[src/rtl/clk_cfg_pkg.sv]
`default_nettype none
// +----------------------------------------------------------------------+
// | clk_cfg_pkg : shared types and widths for the clock/ADC bring-up FSM |
// | Revision    : 1.0                                                    |
// +----------------------------------------------------------------------+
package clk_cfg_pkg;

  localparam int c_CNT_W   = 32;
  localparam int c_RETRY_W = 4;

  // Codes double as the state_dbg output value.
  typedef enum logic [3:0] {
    ST_IDLE      = 4'd0,
    ST_CDCE_RST  = 4'd1,
    ST_CDCE_CFG  = 4'd2,
    ST_LOCK_WAIT = 4'd3,
    ST_SETTLE    = 4'd4,
    ST_ADC_CFG   = 4'd5,
    ST_READY     = 4'd6,
    ST_RETRY     = 4'd7,
    ST_FAIL      = 4'd8
  } state_t;

endpackage
`default_nettype wire

[src/rtl/sync_2ff.sv]
`default_nettype none
// +----------------------------------------------------------------------+
// | sync_2ff : two-flop synchronizer for asynchronous level inputs       |
// | Revision : 1.0                                                       |
// +----------------------------------------------------------------------+
module sync_2ff #(
  parameter int WIDTH = 1
) (
  input  logic             clk,
  input  logic             rst,
  input  logic [WIDTH-1:0] i_d,
  output logic [WIDTH-1:0] o_q
);

  logic [WIDTH-1:0] r_meta;
  logic [WIDTH-1:0] r_sync;

  always_ff @(posedge clk) begin
    if (rst) begin
      r_meta <= '0;
      r_sync <= '0;
    end else begin
      r_meta <= i_d;
      r_sync <= r_meta;
    end
  end

  assign o_q = r_sync;

endmodule
`default_nettype wire

[src/rtl/clk_cfg_sequencer.sv]
`default_nettype none
// +----------------------------------------------------------------------+
// | clk_cfg_sequencer : CDCE62005 + ADC bring-up with bounded retries    |
// | Revision          : 1.0                                              |
// +----------------------------------------------------------------------+
module clk_cfg_sequencer
  import clk_cfg_pkg::*;
#(
  parameter int GAP_CYCLES    = 64,
  parameter int CFG_TIMEOUT   = 100000,
  parameter int LOCK_TIMEOUT  = 1000000,
  parameter int SETTLE_CYCLES = 1000,
  parameter int MAX_RETRY     = 3
) (
  input  logic       clk,
  input  logic       rst,
  input  logic       start,
  output logic       cdce_en,
  input  logic       cdce_cfg_finish,
  input  logic       pll_lock,
  output logic       adc_cfg_start,
  input  logic       adc_cfg_done,
  output logic       busy,
  output logic       board_ready,
  output logic       fail,
  output logic [3:0] retry_cnt,
  output logic [3:0] state_dbg
);

  localparam logic [c_CNT_W-1:0]   c_GAP_LAST    = c_CNT_W'(GAP_CYCLES - 1);
  localparam logic [c_CNT_W-1:0]   c_CFG_LAST    = c_CNT_W'(CFG_TIMEOUT - 1);
  localparam logic [c_CNT_W-1:0]   c_LOCK_LAST   = c_CNT_W'(LOCK_TIMEOUT - 1);
  localparam logic [c_CNT_W-1:0]   c_SETTLE_LAST = c_CNT_W'(SETTLE_CYCLES - 1);
  localparam logic [c_RETRY_W-1:0] c_MAX_RETRY   = c_RETRY_W'(MAX_RETRY);

  state_t               r_state;
  state_t               w_next;
  logic [c_CNT_W-1:0]   r_cnt;
  logic [c_RETRY_W-1:0] r_retry;
  logic                 w_lock_s;
  logic                 w_timed;
  logic                 w_cdce_en;
  logic                 w_busy;
  logic                 w_ready;
  logic                 w_fail;
  logic                 w_adc_start;
  logic                 r_cdce_en;
  logic                 r_busy;
  logic                 r_ready;
  logic                 r_fail;
  logic                 r_adc_start;

  sync_2ff #(.WIDTH(1)) u_lock_sync (
    .clk (clk),
    .rst (rst),
    .i_d (pll_lock),
    .o_q (w_lock_s)
  );

  always_ff @(posedge clk) begin
    if (rst) r_state <= ST_IDLE;
    else     r_state <= w_next;
  end

  // Done/lock conditions are tested before the matching timeout.
  always_comb begin
    w_next = r_state;
    unique case (r_state)
      ST_IDLE:      if (start) w_next = ST_CDCE_RST;
      ST_CDCE_RST:  if (r_cnt == c_GAP_LAST) w_next = ST_CDCE_CFG;
      ST_CDCE_CFG: begin
        if (!cdce_cfg_finish)         w_next = ST_LOCK_WAIT;
        else if (r_cnt == c_CFG_LAST) w_next = ST_RETRY;
      end
      ST_LOCK_WAIT: begin
        if (w_lock_s)                  w_next = ST_SETTLE;
        else if (r_cnt == c_LOCK_LAST) w_next = ST_RETRY;
      end
      ST_SETTLE: begin
        if (!w_lock_s)                   w_next = ST_RETRY;
        else if (r_cnt == c_SETTLE_LAST) w_next = ST_ADC_CFG;
      end
      ST_ADC_CFG: begin
        if (adc_cfg_done && (r_cnt != '0)) w_next = ST_READY;
        else if (r_cnt == c_CFG_LAST)      w_next = ST_FAIL;
      end
      ST_READY:     if (!w_lock_s) w_next = ST_CDCE_RST;
      ST_RETRY:     w_next = (r_retry < c_MAX_RETRY) ? ST_CDCE_RST : ST_FAIL;
      ST_FAIL:      if (start) w_next = ST_CDCE_RST;
      default:      w_next = ST_IDLE;
    endcase
  end

  // Outputs are decoded from the next state and registered, so they line
  // up with the state register while carrying no input-to-output path.
  always_comb begin
    w_timed     = (r_state == ST_CDCE_RST) || (r_state == ST_CDCE_CFG) ||
                  (r_state == ST_LOCK_WAIT) || (r_state == ST_SETTLE) ||
                  (r_state == ST_ADC_CFG);
    w_cdce_en   = !((w_next == ST_IDLE) || (w_next == ST_CDCE_RST) || (w_next == ST_FAIL));
    w_busy      = !((w_next == ST_IDLE) || (w_next == ST_READY) || (w_next == ST_FAIL));
    w_ready     = (w_next == ST_READY);
    w_fail      = (w_next == ST_FAIL);
    w_adc_start = (w_next == ST_ADC_CFG) && (r_state != ST_ADC_CFG);
  end

  always_ff @(posedge clk) begin
    if (rst) begin
      r_cnt       <= '0;
      r_retry     <= '0;
      r_cdce_en   <= 1'b0;
      r_busy      <= 1'b0;
      r_ready     <= 1'b0;
      r_fail      <= 1'b0;
      r_adc_start <= 1'b0;
    end else begin
      if ((w_next != r_state) || !w_timed) r_cnt <= '0;
      else                                 r_cnt <= r_cnt + 1'b1;

      if ((r_state == ST_RETRY) && (w_next == ST_CDCE_RST))
        r_retry <= r_retry + 1'b1;
      else if (w_next == ST_CDCE_RST &&
               ((r_state == ST_IDLE) || (r_state == ST_READY) || (r_state == ST_FAIL)))
        r_retry <= '0;

      r_cdce_en   <= w_cdce_en;
      r_busy      <= w_busy;
      r_ready     <= w_ready;
      r_fail      <= w_fail;
      r_adc_start <= w_adc_start;
    end
  end

  assign cdce_en       = r_cdce_en;
  assign busy          = r_busy;
  assign board_ready   = r_ready;
  assign fail          = r_fail;
  assign adc_cfg_start = r_adc_start;
  assign retry_cnt     = r_retry;
  assign state_dbg     = r_state;

endmodule
`default_nettype wire

[config.mk]
export PLATFORM = sky130hd
export DESIGN_NAME = clk_cfg_sequencer
export DESIGN_NICKNAME = d
export VERILOG_FILES = /design/src/rtl/clk_cfg_pkg.sv /design/src/rtl/sync_2ff.sv /design/src/rtl/clk_cfg_sequencer.sv
export SDC_FILE = /design/constraint.sdc
export NUM_CORES = 1
export LEC_CHECK = 0
export BUFFER_PORTS_ARGS = -buffer_cell sky130_fd_sc_hd__buf_2
export CAP_MARGIN = 20
export CORE_UTILIZATION = 67
export CTS_BUF_LIST = sky130_fd_sc_hd__clkbuf_8
export CTS_CLUSTER_SIZE = 30
export DETAILED_ROUTE_END_ITERATION = 7
export MAX_ROUTING_LAYER = met4
export PLACE_DENSITY_LB_ADDON = 0.05
export RECOVER_POWER = 100
export SYNTH_ARGS = -nofsm -noshare
export SYNTH_HDL_FRONTEND = slang
export SYNTH_HIERARCHICAL = 1
export SYNTH_SLANG_ARGS = --single-unit
[constraint.sdc]
create_clock -name clk -period 6.1 [get_ports clk]
set_clock_uncertainty 0.1 [all_clocks]
set_input_delay 1.525 -clock clk [delete_from_list [all_inputs] [get_ports clk]]
set_output_delay 1.525 -clock clk [all_outputs]
set_load 0.01 [all_outputs]
Word-level counts from Yosys, hierarchy flattened:

Cells that the tools add are included.

* bits in registers: 47
* bits of input ports: 6
* word-level logic and storage cells: 70

* $lt $le $gt $ge: 1
* multiplexer cells: 15
* $add $sub $neg: 2
* reductions and logical operators: 24
* eq/ne operators: 18

Operators by type and width (count)
* $mux W4: 14
* $add A32 B1 Y32 const B: 1
* $eq A32 B10 Y1 const B: 1
* $eq A32 B17 Y1 const B: 1
* $eq A32 B20 Y1 const B: 1
* $eq A32 B6 Y1 const B: 1
* $pmux W4 S8: 1
* $reduce_bool A32 Y1: 1
* $eq A4 B3 Y1 const B: 6
* $logic_or A1 B1 Y1: 11
* $eq A4 B1 Y1 const B: 2
* $eq A4 B2 Y1 const B: 2
* $eq A4 B4 Y1 const B: 2
* $logic_not A4 Y1: 2
* $add A4 B1 Y4 const B: 1
* $logic_and A1 B1 Y1: 4
* $lt A4 B2 Y1 const B: 1
* $ne A4 B3 Y1 const B: 1
* $ne A4 B4 Y1: 1
* $reduce_or A2 Y1: 2
* $logic_not A1 Y1: 3
* $reduce_bool A2 Y1: 1

Logic depth before layout (Yosys ltp):

* word-level depth: 8
* mapped depth: 9
* depth with buffers taken out: 8

Hierarchy:

The synthesis kept the hierarchy.

By module, submodules not included
* clk_cfg_sequencer: area an instance 2519.9 sq um, seq. area each 900.9 sq um, cells an instance 274, instances 1
* sync_2ff: area an instance 52.6 sq um, seq. area each 40.0 sq um, cells an instance 4, instances 1

Least setup slack after synthesis:

OpenSTA, ideal clock, no wires.

* kind: input -> register
* from: in start
* to: reg r_cnt[31]
* path slack: 3.004 ns
* stages: 8
* arrival time: 2.861 ns
* data required time: 5.864 ns
* path through: nor3b_1 o21bai_1 o311ai_0 a211oi_1 nand2_1 a21oi_1 buf_2 a211oi_1

* cells in the longest elaborated chain, start to end: 5

RTL lines
* start, declared: line clk_cfg_sequencer.sv:17 `input logic start,`
* $mux W4: line clk_cfg_sequencer.sv:69, clk_cfg_sequencer.sv:89
* $pmux W4 S8: line clk_cfg_sequencer.sv:68 `unique case (r_state)`
* $ne A4 B4 Y1: line clk_cfg_sequencer.sv:117 `if ((w_next != r_state) || !w_timed) r_cnt <= '0;`
* $logic_or A1 B1 Y1: line clk_cfg_sequencer.sv:117
* $reduce_or A2 Y1 (no line)
* end signal, assigned: line clk_cfg_sequencer.sv:118 `else r_cnt <= r_cnt + 1'b1;`
* end, declared: line clk_cfg_sequencer.sv:38 `logic [c_CNT_W-1:0] r_cnt;`

No other way between the ends.
A chain may end at the register's enable or synchronous reset.

Final worst setup path:

* from: reg r_cnt[24]
* to: reg r_cnt[19]

* cells in the longest elaborated chain, start to end: 7
* elaborated cells on any way between the ends: 19
* those cells by class: eq/ne: 5; mux: 10; reduce/logical: 4

RTL lines
* $eq A32 B17 Y1 (tied with other cells): line clk_cfg_sequencer.sv:73, clk_cfg_sequencer.sv:85
* $mux W4 (tied with other cells): line clk_cfg_sequencer.sv:85 `else if (r_cnt == c_CFG_LAST) w_next = ST_FAIL;`
* $mux W4, on equally long branches
* $pmux W4 S8 *: line clk_cfg_sequencer.sv:68
* $ne A4 B4 Y1 *: line clk_cfg_sequencer.sv:117
* $logic_or A1 B1 Y1 *: line clk_cfg_sequencer.sv:117
* $reduce_or A2 Y1 (no line) *

Every way passes the cells marked *; elsewhere a longest branch is shown, timed or not.

==> results.toml <==
[outcome]
status = "finished clean"

[global_routing]
grt_start_max_net_pins = 33
grt_pass1_wl_mm = 8.91
gr-total-overflow = 0
met1_usage = 0.380
busiest_layer = "met2"
grt_usage = 0.286
use_met3 = 0.0482
use_met2 = 0.445
first_global_vias = 1954
antenna_found_initial = 0

[die]
floorplan.initialDensity = 0.703
die_h_um = 64.0
die_w_um = 64.0
num_rows = 22
core_area_sq_um = 3660
io_pins = 19
die-area_sq_um = 4090

[route]
drtIter0Drc = 120
drc = 0
firstDrtPassIters = 4
wl_per_cell_um = 15.0
ant_nets = 0
drt_wl_total_mm = 5.17
drt-vias-per-instance = 5.99
vias = 2059

[sta]
worstMarginPinSlew_ns = 0.798
finalSetupViolations = 0
fin_crit_sh = 0.624
rsz0062_at_grt = "no"
final_max_slew_viol_count = 0
tns_ns = 0
finalCriticalPeriod_ns = 3.81
fmax_ghz = 0.263
slew_headroom = 0.461
layout_setup_ws_ns = 2.29
finalHoldViolations = 0

[hold_path]
hp-class = "register to register"
min_path_cells = 1
holdPathEnd = "u_lock_sync/o_q"
min_from = "u_lock_sync/r_meta"

[power_and_ir_drop]
finalPower_uw = 527
powerDensity_nw_per_um2 = 203
peakVddDrop_mv = 0.185
leakagePower_nw = 0.836

[placement]
place_ws_ns = 2.50
placed_area_sq_um = 2700
hpwl_mm = 3.66
gp_congestion = 0.819
portBuffers = 18

[yosys]
synth_area_sq_um = 2570
synthXorXnorAreaFrac = 0.0987
synthFlopType = "dfxtp_1"
synthCells = 278
synth_top_family_by_area = "simple AND/OR/NAND/NOR gates"
yosys-top-cells-count = "dfxtp_1, nor3_2, nor2_1"
synth-edff-count = 0
yosysUniqueCellTypes = 51
synth-compound-area-share = 0.0841
yosys-top-cells-area = "dfxtp_1, nor3_2, xor2_1, xnor2_1, nor2_1"
yosys_warnings = 6
synth.ff_latch_count = 47
ys_seq_area_frac = 0.366
synth_fa_ha_area_frac = 0.0146
synth_top_cell_by_area = "dfxtp_1"
synth_top_area_share = 0.366
synthSimpleGateAreaFrac = 0.398
synth.area.mux_share = 0.00389
synthArstFlopShare = 0
synth_most_common_cell = "dfxtp_1"
avgSynthCellArea_sq_um = 9.25
synthesis.nets = 287

[setup_path]
r2r-end = "r_cnt[19]"
cpPeakStageDelay_ns = 0.77
cp_max_fo = 32
reg2reg_from = "r_cnt[24]"
rr_worst_depth = 8
startpoint_type = "register"
rrSetupSlack_ns = 2.29
arrival_ns = 3.92
path_cells = "or4_1 -> or2_4 -> o41ai_1 -> o32ai_1 -> nor4b_1 -> o221ai_4 -> buf_4 -> nor3b_1"
crit_family = "simple AND/OR/NAND/NOR gates"
end_kind = "register"
critPathBufInv = 1
slowest_stage = "o41ai_1"
worstSetupPathType = "register to register"
required_ns = 6.21

[cts]
clock-root-buffer = "clkbuf_8"
worstSkewPairLatency_ns = 0.30
clockBufferDepth = 2
postCtsSetupRepairBufs = 0
cts_resized = 0
tritoncts = "done"
cts_buffers = 5
hold_buffers = 0
cts.sinks = 47
path_clk_slew_ns = 0.08
h-tree-depth = 2

[cells_and_area]
syn2layout_area_growth_pct = 0.681
diodes = 0
finish.utilization = 0.707
drive_gt1_frac = 0.0743
finalInstanceArea_sq_um = 2590
fin_nets = 304

[job]
timing.max_cap.violations = 0
cells in the final DEF (no fill, tap or decap), types with 5 or more instances in the layout:
cell       n
dfxtp_1   47
nor3_1    36
nor2_1    24
xor2_1    18
nand2_1   17
nand3_1   15
clkbuf_1  15
nand4_1   11
xnor2_1   11
inv_1      8
nor3b_1    7
and3_1     6
nor2b_1    5
nor4_1     5
a21oi_1    5
clkbuf_8   5
stage by stage:
stage	hold WS (ns)	cells
finish	0.347	344
detailed placement	0.330	336
CTS	0.350	344
floorplan	0.314	278
global placement	0.319	336
global route	0.367	344
layer usage:
layer  part of all wire  up-vias
met5                  0        -
met4              0.012        0
met2               0.46       50
met3              0.039        9
met1               0.49      958
li1                   -     1042
cells by family (layout without fill, tap and decap cells):
family | count (synthesis) | after routing
fa+ha+maj | 3 | 3
compound gates | 25 | 25
xor+xnor | 29 | 29
flops | 47 | 47
buf+inv | 17 | 35
mux | 1 | 1
simple gates | 156 | 156
registers in the layout (all words and copies together) (netlist names):
| name | flops |
|---|---|
| r_cnt | 32 |
| retry_cnt | 4 |
| state_dbg | 4 |
| adc_cfg_start | 1 |
| board_ready | 1 |
| busy | 1 |
| cdce_en | 1 |
| fail | 1 |
| u_lock_sync/o_q | 1 |
| u_lock_sync/r_meta | 1 |
report_power, final:
group          leakage, nW  internal (mW)  switching (mW)
clock               0.0453         0.0785           0.101
combinational        0.411         0.0102          0.0246
sequential           0.379          0.309         0.00363
total                0.836          0.397           0.130
how the worst max path moves through the flow:
stage                    from        end  slack, ns  cells after the start
floorplan               start  r_cnt[31]       3.00                      8
global placement        start  r_cnt[31]       2.54                      8
detailed placement      start  r_cnt[31]       2.50                      8
CTS                     start  r_cnt[31]       2.80                      8
global route        r_cnt[17]  r_cnt[12]       2.04                      8
finish              r_cnt[24]  r_cnt[19]       2.29                      8
layout make-up:
class                           count  area [sq um]
Clock buffer                        5          68.8
Clock inverter                      3          16.3
Fill cell                         322          1070
Inverter                            7          26.3
Multi-Input combinational cell    214          1390
Sequential cell                    47           941
Tap cell                           48          60.1
Timing Repair Buffer               20          86.3
No activity file was read; power rests on OpenSTA's default activity.
